## src/rtl/inst_fetch_if.sv

```systemverilog
// ---------------------------------------------------------------------------
// inst_fetch_if
//   Groups the signals between the fetch stage, its program ROM, the decoder
//   and the run/jump control into one bundle.
//
//   master : the fetch stage. It drives adrs/rd to the ROM, inst/inst_pc/
//            inst_valid to the decoder and exports pc.
//   slave  : the environment. It drives run, jmp/jmp_adrs, the ROM data (dout)
//            and the decoder's inst_ready.
// ---------------------------------------------------------------------------
interface inst_fetch_if #(
   parameter int AW = 8,
   parameter int DW = 8
);
   logic          run;
   logic          jmp;
   logic [AW-1:0] jmp_adrs;
   logic [AW-1:0] adrs;
   logic          rd;
   logic [DW-1:0] dout;
   logic [DW-1:0] inst;
   logic [AW-1:0] inst_pc;
   logic          inst_valid;
   logic          inst_ready;
   logic [AW-1:0] pc;

   modport master (
      input  run, jmp, jmp_adrs, dout, inst_ready,
      output adrs, rd, inst, inst_pc, inst_valid, pc
   );

   modport slave (
      output run, jmp, jmp_adrs, dout, inst_ready,
      input  adrs, rd, inst, inst_pc, inst_valid, pc
   );
endinterface

```

## src/rtl/inst_fetch.sv

```systemverilog
// ---------------------------------------------------------------------------
// inst_fetch
//   Instruction fetch stage that sits directly upstream of the program ROM.
//   It owns the program counter and drives the ROM address and read strobe.
//   It captures the combinational ROM output into a small prefetch FIFO and
//   hands {instruction, address} pairs to the decoder over valid/ready.
//
//   Ports
//     clk             system clock, rising edge
//     rst             asynchronous, active-high reset
//     bus (master)    run, jmp, jmp_adrs, dout, inst_ready  (in)
//                     adrs, rd, inst, inst_pc, inst_valid, pc (out)
//
//   A fetch completes at every edge where rd=1. At that edge {dout, pc} is
//   written to the FIFO and pc advances, wrapping modulo 2^AW. A jmp at an
//   edge reloads pc and empties the FIFO. A pop in the same cycle as a jmp is
//   lost together with the rest of the queue.
// ---------------------------------------------------------------------------
module inst_fetch #(
   parameter int            AW       = 8,
   parameter int            DW       = 8,
   parameter int            DEPTH    = 2,
   parameter logic [AW-1:0] PC_RESET = '0
) (
   input  logic         clk,
   input  logic         rst,
   inst_fetch_if.master bus
);
   localparam int             PW       = $clog2(DEPTH);
   localparam int             CW       = PW + 1;
   localparam logic [CW-1:0]  FULL_CNT = CW'(DEPTH);

   typedef enum logic [1:0] {
      IDLE  = 2'b00,
      FETCH = 2'b01,
      STALL = 2'b10
   } state_t;

   state_t        state_q, state_d;
   logic [AW-1:0] pc_q, pc_d;
   logic [CW-1:0] count_q, count_d;
   logic [PW-1:0] rd_ptr_q, rd_ptr_d;
   logic [PW-1:0] wr_ptr_q, wr_ptr_d;
   logic [DW-1:0] inst_mem_q [DEPTH];
   logic [AW-1:0] pc_mem_q   [DEPTH];

   logic valid;
   logic full;
   logic pop;
   logic push;

   assign valid = (count_q != '0);
   assign full  = (count_q == FULL_CNT);
   assign pop   = valid & bus.inst_ready;
   // A full FIFO can still accept a new fetch when the head leaves in the
   // same cycle. rst is included so the strobe drops immediately on an
   // asynchronous reset, not only at the next clock edge.
   assign push  = bus.run & ~bus.jmp & ~rst & (~full | pop);

   assign bus.adrs       = pc_q;
   assign bus.pc         = pc_q;
   assign bus.rd         = push;
   assign bus.inst_valid = valid;
   assign bus.inst       = valid ? inst_mem_q[rd_ptr_q] : '0;
   assign bus.inst_pc    = valid ? pc_mem_q[rd_ptr_q]   : '0;

   // PC / FIFO occupancy next state
   always_comb begin
      pc_d     = pc_q;
      count_d  = count_q;
      rd_ptr_d = rd_ptr_q;
      wr_ptr_d = wr_ptr_q;
      if (bus.jmp) begin
         pc_d     = bus.jmp_adrs;
         count_d  = '0;
         rd_ptr_d = '0;
         wr_ptr_d = '0;
      end else begin
         // DEPTH is a power of two, so the pointers wrap without explicit
         // compare logic.
         count_d  = count_q + CW'(push) - CW'(pop);
         rd_ptr_d = rd_ptr_q + PW'(pop);
         wr_ptr_d = wr_ptr_q + PW'(push);
         if (push) begin
            pc_d = pc_q + 1'b1;
         end
      end
   end

   // Control state. rd is derived straight from occupancy rather than from
   // the state. That keeps it correct in the first cycle after run rises,
   // when the FIFO may still hold entries from before the stop.
   always_comb begin
      state_d = state_q;
      if (bus.jmp) begin
         state_d = bus.run ? FETCH : IDLE;
      end else begin
         unique case (state_q)
            IDLE:    if (bus.run) state_d = FETCH;
            FETCH: begin
               if (!bus.run)         state_d = IDLE;
               else if (full & ~pop) state_d = STALL;
            end
            STALL: begin
               if (!bus.run) state_d = IDLE;
               else if (pop) state_d = FETCH;
            end
            default: state_d = IDLE;
         endcase
      end
   end

   always_ff @(posedge clk or posedge rst) begin
      if (rst) begin
         state_q  <= IDLE;
         pc_q     <= PC_RESET;
         count_q  <= '0;
         rd_ptr_q <= '0;
         wr_ptr_q <= '0;
      end else begin
         state_q  <= state_d;
         pc_q     <= pc_d;
         count_q  <= count_d;
         rd_ptr_q <= rd_ptr_d;
         wr_ptr_q <= wr_ptr_d;
      end
   end

   // FIFO storage is data only. Stale contents are masked by inst_valid, so
   // it carries no reset.
   always_ff @(posedge clk) begin
      if (push) begin
         inst_mem_q[wr_ptr_q] <= bus.dout;
         pc_mem_q[wr_ptr_q]   <= pc_q;
      end
   end
endmodule

```

## src/flat_wrapper.sv

```systemverilog
// flat-port wrapper written by rule: the top's interface ports become plain ports
module inst_fetch_flat 
#(
   parameter int            AW       = 8,
   parameter int            DW       = 8,
   parameter int            DEPTH    = 2,
   parameter logic [AW-1:0] PC_RESET = '0
)
  (clk, rst, bus_run, bus_jmp, bus_jmp_adrs, bus_dout, bus_inst_ready, bus_adrs, bus_rd, bus_inst, bus_inst_pc, bus_inst_valid, bus_pc);
  inst_fetch_if #(.AW(AW), .DW(DW)) bus_i ();
  input  logic clk;
  input  logic rst;
  input wire logic [$bits(bus_i.run)-1:0] bus_run;
  input wire logic [$bits(bus_i.jmp)-1:0] bus_jmp;
  input wire logic [$bits(bus_i.jmp_adrs)-1:0] bus_jmp_adrs;
  input wire logic [$bits(bus_i.dout)-1:0] bus_dout;
  input wire logic [$bits(bus_i.inst_ready)-1:0] bus_inst_ready;
  output wire logic [$bits(bus_i.adrs)-1:0] bus_adrs;
  output wire logic [$bits(bus_i.rd)-1:0] bus_rd;
  output wire logic [$bits(bus_i.inst)-1:0] bus_inst;
  output wire logic [$bits(bus_i.inst_pc)-1:0] bus_inst_pc;
  output wire logic [$bits(bus_i.inst_valid)-1:0] bus_inst_valid;
  output wire logic [$bits(bus_i.pc)-1:0] bus_pc;
  assign bus_i.run = bus_run;
  assign bus_i.jmp = bus_jmp;
  assign bus_i.jmp_adrs = bus_jmp_adrs;
  assign bus_i.dout = bus_dout;
  assign bus_i.inst_ready = bus_inst_ready;
  assign bus_adrs = bus_i.adrs;
  assign bus_rd = bus_i.rd;
  assign bus_inst = bus_i.inst;
  assign bus_inst_pc = bus_i.inst_pc;
  assign bus_inst_valid = bus_i.inst_valid;
  assign bus_pc = bus_i.pc;
  inst_fetch #(.AW(AW), .DW(DW), .DEPTH(DEPTH), .PC_RESET(PC_RESET)) u_core (.clk(clk), .rst(rst), .bus(bus_i));
endmodule
```

## config.mk

```make
export PLATFORM = sky130hd
export DESIGN_NAME = inst_fetch_flat
export DESIGN_NICKNAME = d
export VERILOG_FILES = /design/src/rtl/inst_fetch_if.sv /design/src/rtl/inst_fetch.sv /design/src/flat_wrapper.sv
export SDC_FILE = /design/constraint.sdc
export NUM_CORES = 1
export LEC_CHECK = 0
export ABC_AREA = 1
export CAP_MARGIN = 20
export CORE_MARGIN = 4
export CORE_UTILIZATION = 40
export DETAILED_ROUTE_END_ITERATION = 10
export GPL_ROUTABILITY_DRIVEN = 1
export GPL_TIMING_DRIVEN = 0
export MAX_ROUTING_LAYER = met4
export PLACE_DENSITY = 0.68
export SYNTH_ARGS = -nofsm -noshare
export SYNTH_HDL_FRONTEND = slang
export SYNTH_SLANG_ARGS = --single-unit
```

## constraint.sdc

```tcl
create_clock -name clk -period 1.75 [get_ports clk]
set_input_delay 0.35 -clock clk [delete_from_list [all_inputs] [get_ports clk]]
set_output_delay 0.35 -clock clk [all_outputs]
set_load 0.01 [all_outputs]
```

==> results of run 1 <==
[report_power, final]
| group | internal, mW | switching, mW |
|---|---|---|
| Clock | 0.430 | 0.355 |
| Sequential | 1.22 | 0.0724 |
| Combinational | 0.810 | 0.848 |
| Total | 2.46 | 1.28 |
[critical path: cells and delay by family (launching register included)]
family / cells / cell delay, ps
buffers and inverters: 4 / 520
AO/OA/AOI/OAI: 1 / 110
flip-flops: 1 / 390
AND/OR/NAND/NOR: 1 / 50
[layer usage]
metal  vias up  global-route usage  part of all wire
met5         -                   -                 0
met4         0             0.04811             0.010
met3         7             0.04289             0.061
met2        57              0.2396              0.46
met1       755              0.2032              0.46
li1        827                   -                 -
[registers in the layout, summed over array words and instances, names as in the netlist]
signal             count
u_core.inst_mem_q     16
u_core.pc_mem_q       16
u_core.bus.adrs        8
u_core.count_q         2
u_core.rd_ptr_q        1
u_core.wr_ptr_q        1
[timing repair]
action	CTS	global route
setup buffers	15	9
pin swaps	2	8
cloned	0	2
resized for setup	84	47
endpoints found under the setup margin	63	55
[per-stage QoR]
| stage | setup TNS, ps | hold WS (ps) |
|---|---|---|
| after floorplan | 0 | 214.7 |
| after global placement | -22090 | 586.7 |
| after global routing | -201.7 | 334.1 |
| after CTS | -41.94 | 333.9 |
| final | 0 | 338.4 |
| after detailed placement | -22360 | 596.9 |
[logic make-up (layout without fill, tap and decap cells)]
group                    after synthesis  count (layout)
XOR/XNOR                               4               4
flip-flops                            44              44
adder cells (fa/ha/maj)                5               5
AND/OR/NAND/NOR                       96              96
AO/OA/AOI/OAI                         21              21
buffers and inverters                 29             116
[area by class of cell]
type                       instances  area, um2
inverter                          15      68.82
sequential                        44       1272
timing repair buffer              78      660.6
timing repair inverter             1      8.758
buffer                            14      132.6
fill                             386       1728
clock buffer                       5      68.82
tap                               67      83.83
multi-input combinational        126      777.0
clock inverter                     3      47.55
[path summary, 6_finish.rpt]
path	start	to	cells past startpoint
hold / removal	bus_jmp	u_core.bus.adrs[2]	4
setup / recovery	u_core.rd_ptr_q	bus_inst[0]	6
min in group asynchronous	rst	u_core.bus.adrs[3]	2
setup reg to reg	u_core.count_q[1]	u_core.count_q[1]	9
hold reg to reg	u_core.bus.adrs[6]	u_core.pc_mem_q[1][6]	0
max in group asynchronous	rst	u_core.bus.adrs[0]	2
[cell usage after synthesis, drive strengths merged]
master and instances:
nand3 20, clkbuf 1, ha 5, edfxtp 32
o21ai 3, inv 14, nor3 2, clkinv 1
dfrtp 12, a21oi 16, a21boi 2, nand2 60
xor2 2, nor2 14, xnor2 2, buf 13
==> Flow_metrics.wiki, run 1 <==
{| class="wikitable"
! Metric !! Value
|-
| Violation count after the first detailed-routing iteration || 62
|-
| Sequential share of the synthesized area || 0.6146
|-
| Buffer type at the clock tree root || clkbuf_8
|-
| Combinational family with the most area after synthesis || simple AND/OR/NAND/NOR gates
|-
| Total detailed-routing wirelength || 4.777 mm
|-
| Post-layout instance count excluding filler cells || 353
|-
| Worst Path Arrival || 1370 ps
|-
| Synth Area in Compound Gates || 0.05366
|-
| Vertical extent of the die || around 80 um
|-
| FF-to-FF setup slack || 100 ps
|-
| Num ports || 55
|-
| Initial Utilization || 0.4232
|-
| Slowest cell on the critical path || dfrtp_1
|-
| TritonCTS Buffers || 5
|-
| Cell count after placement || roughly 320
|-
| Growth of design area from synthesis to finish || 52.07%
|-
| Final non-filler cell area || 0.003120 mm2
|-
| Vias post-DR || roughly 1600
|-
| Global router's overall resource usage || 0.1565
|-
| Setup repair after global routing missed its margin || yes
|-
| Class of the most critical setup path || flop to output pin
|-
| Worst Skew || 7.071 ps
|-
| Maximum number of pins on one net before global-route repair || 17
|-
| Critical Path Source Type || flop
|-
| Horizontal die dimension || 79.63 um
|-
| Number of buffers inserted for hold repair after clock tree synthesis || 0
|-
| Post-Syn Area || 0.002052 mm2
|-
| Total power after layout || roughly 3.7 mW
|-
| Max-slew violation total from the final report || 0
|-
| Achievable frequency || 0.5830 GHz
|-
| Leading cell types in the layout, fill and taps excluded || nand2_1, clkdlybuf4s50_1, edfxtp_1
|-
| Longest individual stage delay on the worst path || 390 ps
|-
| Worst-case setup margin in the final layout || 34.64 ps
|-
| Placed wire-length estimate after detailed placement || 2.958 mm
|-
| Leakage power figure || 1.340 nW
|-
| Path class of the lowest-slack min-delay path || input pin to flop
|-
| Weighted congestion at the end of routability-driven global placement || 0.8190
|-
| Min cycle time layout || about 1700 ps
|-
| Area share of the largest cell type after synthesis || 0.4683
|-
| Via count of the first global-routing pass || 1616
|-
| Count of different cell masters after synthesis || 23
|-
| Setup Viol. Count Final || 0
|-
| Clock tree from TritonCTS || yes
|-
| Number of standard-cell rows in the floorplan || 25
|-
| Most common cell after layout, fill and taps aside || nand2_1
|-
| Number of iterations in the first detailed-routing pass || 4
|-
| Simple-gate share of the synthesized area || 0.2079
|-
| Syn nets || around 230
|-
| Ratio of final minimum period to clock period || 0.9802
|-
| Number of design rule violations left after detail routing || 0
|-
| DP Area || 0.002666 mm2
|-
| Clk buf depth || 2
|-
| Worst slack, placed || -589.0 ps
|-
| Nature of the critical path endpoint || output pin
|-
| Count of input and output buffers || 53
|-
| Data required time at the worst endpoint || 1400 ps
|-
| Clock network latency to the later pin of the worst-skew pair || 290 ps
|-
| Avg Synthesized Cell Area || 10.31 um2
|-
| Cells after synthesis || 199
|-
| DRT antenna net count || 0
|-
| Total power per unit cell area || 1196 mW/mm2
|-
| Cell chain of the critical path || buf_6 -> clkinv_8 -> clkbuf_16 -> nand2_1 -> a21oi_1 -> buf_2
|-
| Final Hold Vio Count || 0
|-
| Placeable core region || 0.004848 mm2
|-
| Worst-path fanout max || 7
|-
| Flip-flop and latch count after synthesis || 44
|-
| Global-route wire length before repair || 7.417 mm
|-
| Biggest area consumer among synthesized cells || edfxtp_1
|-
| Post-DR wirelength/cell || 13.53 um
|-
| Ratio of cells with drive above 1 in the final layout || 0.3741
|-
| Adder-cell area share of the yosys netlist || 0.03049
|-
| Least-Margin Pin Slew || 491.8 ps
|-
| Relative max-transition margin || 0.6721
|-
| Initial antenna violation count || 0
|-
| DIE AREA || 0.006340 mm2
|-
| Post-route core utilization || 0.6436
|-
| Final-stage net count || 311
|-
| H-tree Lvls || 2
|-
| Clock sink total || 44
|-
| Total overflow reported by the global router || 0
|-
| Fraction of synthesized area in multiplexers || 0
|-
| Max capacitance violation total || 0
|-
| Routed via count divided by cell count || 4.663
|-
| Xor and xnor area share after synthesis || 0.01707
|-
| IR Drop Worst-Case VDD || approximately 0.69 mV
|-
| YS warnings || 0
|-
| Clock transition at the registers of the reported paths || 90 ps
|-
| Antenna cell count || 0
|-
| Outcome || completed
|-
| Largest cells by area after synthesis || edfxtp_1, dfrtp_1, nand2_1
|}
No activity file was read; power rests on OpenSTA's default activity.
==> run 2: changes to the inputs <==
--- a/config.mk
+++ b/config.mk
@@ -13,7 +13,7 @@
 export GPL_ROUTABILITY_DRIVEN = 1
 export GPL_TIMING_DRIVEN = 0
 export MAX_ROUTING_LAYER = met4
-export PLACE_DENSITY = 0.68
+export PLACE_DENSITY = 0.71
 export SYNTH_ARGS = -nofsm -noshare
 export SYNTH_HDL_FRONTEND = slang
 export SYNTH_SLANG_ARGS = --single-unit
==> run 2 against run 1 <==
Effect of this change: non-clock buffer count down 2; count of clock-buffer cells in the layout up 1; clock skew fell by 3.4 ps; worst hold slack got worse by 3.9 ps; first-iteration DRC count up 68%; total power decreased by 8.5%; register-to-register slack improved by 40 ps; via count is 0.67% lower; maximum frequency increased by 0.80%; design area fell by 4.1%; critical endpoint is now bus_pc[0]; largest power group unchanged.
==> Flow_metrics.wiki, run 2 (synthesized netlist as in run 1, its figures left out) <==
{| class="wikitable"
! Metric !! Value
|-
| Clock sink total || 44
|-
| Clock network latency to the later pin of the worst-skew pair || 290 ps
|-
| Nature of the critical path endpoint || output pin
|-
| Global-route wire length before repair || ~7.5 mm
|-
| Achievable frequency || 0.5876 GHz
|-
| Post-layout instance count excluding filler cells || 349
|-
| Cell count after placement || between 300 and 400
|-
| Post-route core utilization || 0.6173
|-
| Number of iterations in the first detailed-routing pass || 4
|-
| Final non-filler cell area || 0.002993 mm2
|-
| DIE AREA || 0.006340 mm2
|-
| Class of the most critical setup path || flop to output pin
|-
| Max-slew violation total from the final report || 0
|-
| Data required time at the worst endpoint || 1400 ps
|-
| Post-DR wirelength/cell || around 13 um
|-
| Setup Viol. Count Final || 0
|-
| Buffer type at the clock tree root || clkbuf_8
|-
| Outcome || completed
|-
| Min cycle time layout || 1702 ps
|-
| Vertical extent of the die || 79.63 um
|-
| Clock transition at the registers of the reported paths || 70 ps
|-
| Num ports || 55
|-
| Horizontal die dimension || 79.63 um
|-
| Placed wire-length estimate after detailed placement || slightly above 3 mm
|-
| Relative max-transition margin || 0.6737
|-
| Worst Path Arrival || approximately 1400 ps
|-
| Final Hold Vio Count || 0
|-
| DP Area || 0.002666 mm2
|-
| Antenna cell count || 0
|-
| Ratio of cells with drive above 1 in the final layout || 0.2943
|-
| Slowest cell on the critical path || clkdlybuf4s50_1
|-
| Longest individual stage delay on the worst path || 520 ps
|-
| Final-stage net count || 308
|-
| Cell chain of the critical path || buf_4 -> clkdlybuf4s50_1
|-
| Worst-case setup margin in the final layout || 48.25 ps
|-
| Violation count after the first detailed-routing iteration || 104
|-
| Total detailed-routing wirelength || 4.704 mm
|-
| DRT antenna net count || 0
|-
| Number of design rule violations left after detail routing || 0
|-
| Initial antenna violation count || 0
|-
| Vias post-DR || 1635
|-
| Worst slack, placed || -572.0 ps
|-
| Initial Utilization || 0.4232
|-
| Ratio of final minimum period to clock period || 0.9724
|-
| Least-Margin Pin Slew || 489.5 ps
|-
| Growth of design area from synthesis to finish || 45.85%
|-
| Maximum number of pins on one net before global-route repair || 17
|-
| Routed via count divided by cell count || 4.685
|-
| Critical Path Source Type || flop
|-
| Total power per unit cell area || 1140 mW/mm2
|-
| Number of buffers inserted for hold repair after clock tree synthesis || 0
|-
| Total negative slack || 0 ps
|-
| Path class of the lowest-slack min-delay path || input pin to flop
|-
| Leakage power figure || about 1.3 nW
|-
| Placeable core region || 0.004848 mm2
|-
| Count of input and output buffers || 53
|-
| Weighted congestion at the end of routability-driven global placement || approximately 0.80
|-
| Via count of the first global-routing pass || 1641
|-
| FILL cells || 408
|-
| Max capacitance violation total || 0
|-
| Worst-path fanout max || 6
|-
| TritonCTS Buffers || 5
|-
| Worst Skew || roughly 3.7 ps
|-
| Most common cell after layout, fill and taps aside || nand2_1
|-
| IR Drop Worst-Case VDD || 0.4322 mV
|-
| Total overflow reported by the global router || 0
|-
| H-tree Lvls || 2
|-
| Clk buf depth || 2
|-
| Number of standard-cell rows in the floorplan || 25
|-
| Clock tree from TritonCTS || yes
|-
| Leading cell types in the layout, fill and taps excluded || nand2_1, clkdlybuf4s50_1, edfxtp_1
|-
| Global router's overall resource usage || 0.1589
|}
-- run 2: layout make-up --
class / count / area [um2] / area share
well taps: 67 / 83.83 / 0.02801
multi-input cells: 126 / 700.7 / 0.2341
repair buffers: 76 / 663.1 / 0.2216
plain buffers: 14 / 127.6 / 0.04264
inverters: 15 / 68.82 / 0.02299
clock buffers: 6 / 72.57 / 0.02425
clock inverters: 1 / 5.005 / 0.001672
flip-flops and latches: 44 / 1271 / 0.4247
-- run 2: worst paths after layout --
kind / depth (start not counted) / slack [ps] / from / endpoint
min: 4 / 330 / bus_jmp / u_core.bus.adrs[0]
max: 2 / 50 / u_core.bus.adrs[0] / bus_pc[0]
max reg2reg: 8 / 140 / u_core.count_q[1] / u_core.count_q[1]
min reg2reg: 0 / 500 / u_core.bus.adrs[6] / u_core.pc_mem_q[0][6]
min in group asynchronous: 2 / 460 / rst / u_core.count_q[0]
max in group asynchronous: 2 / 940 / rst / u_core.bus.adrs[7]
-- run 2: through the flow --
stage          power (mW)  hold WS (ps)
2_1_floorplan       1.949         214.7
5_1_grt             3.614         350.0
6_report            3.413         334.6
3_5_place_dp        2.594         609.6
3_3_place_gp        2.572         591.4
4_1_cts             3.307         331.4
-- run 2: critical path, delay by kind of cell (launching register included) --
family | cells | cell delay [ps]
buf+inv | 2 | 640
flops | 1 | 430
-- run 2: per-layer routing --
layer	global-route usage	part of all wire	up-vias
met5	-	0	-
met3	0.04289	0.055	6
met1	0.1826	0.43	760
met2	0.2730	0.50	53
met4	0.04467	0.012	0
li1	-	-	816
-- run 2: power by group --
| part | internal, mW | switching, mW |
|---|---|---|
| clock | 0.271 | 0.315 |
| combinational | 0.766 | 0.774 |
| sequential | 1.21 | 0.0717 |
-- run 2: timing repair --
action,CTS,global route
hold endpoints to repair,0,0
buffers inserted,13,9
endpoints found under the setup margin,64,23
gates resized for setup,82,19
gates cloned,0,1
pin swaps,2,0
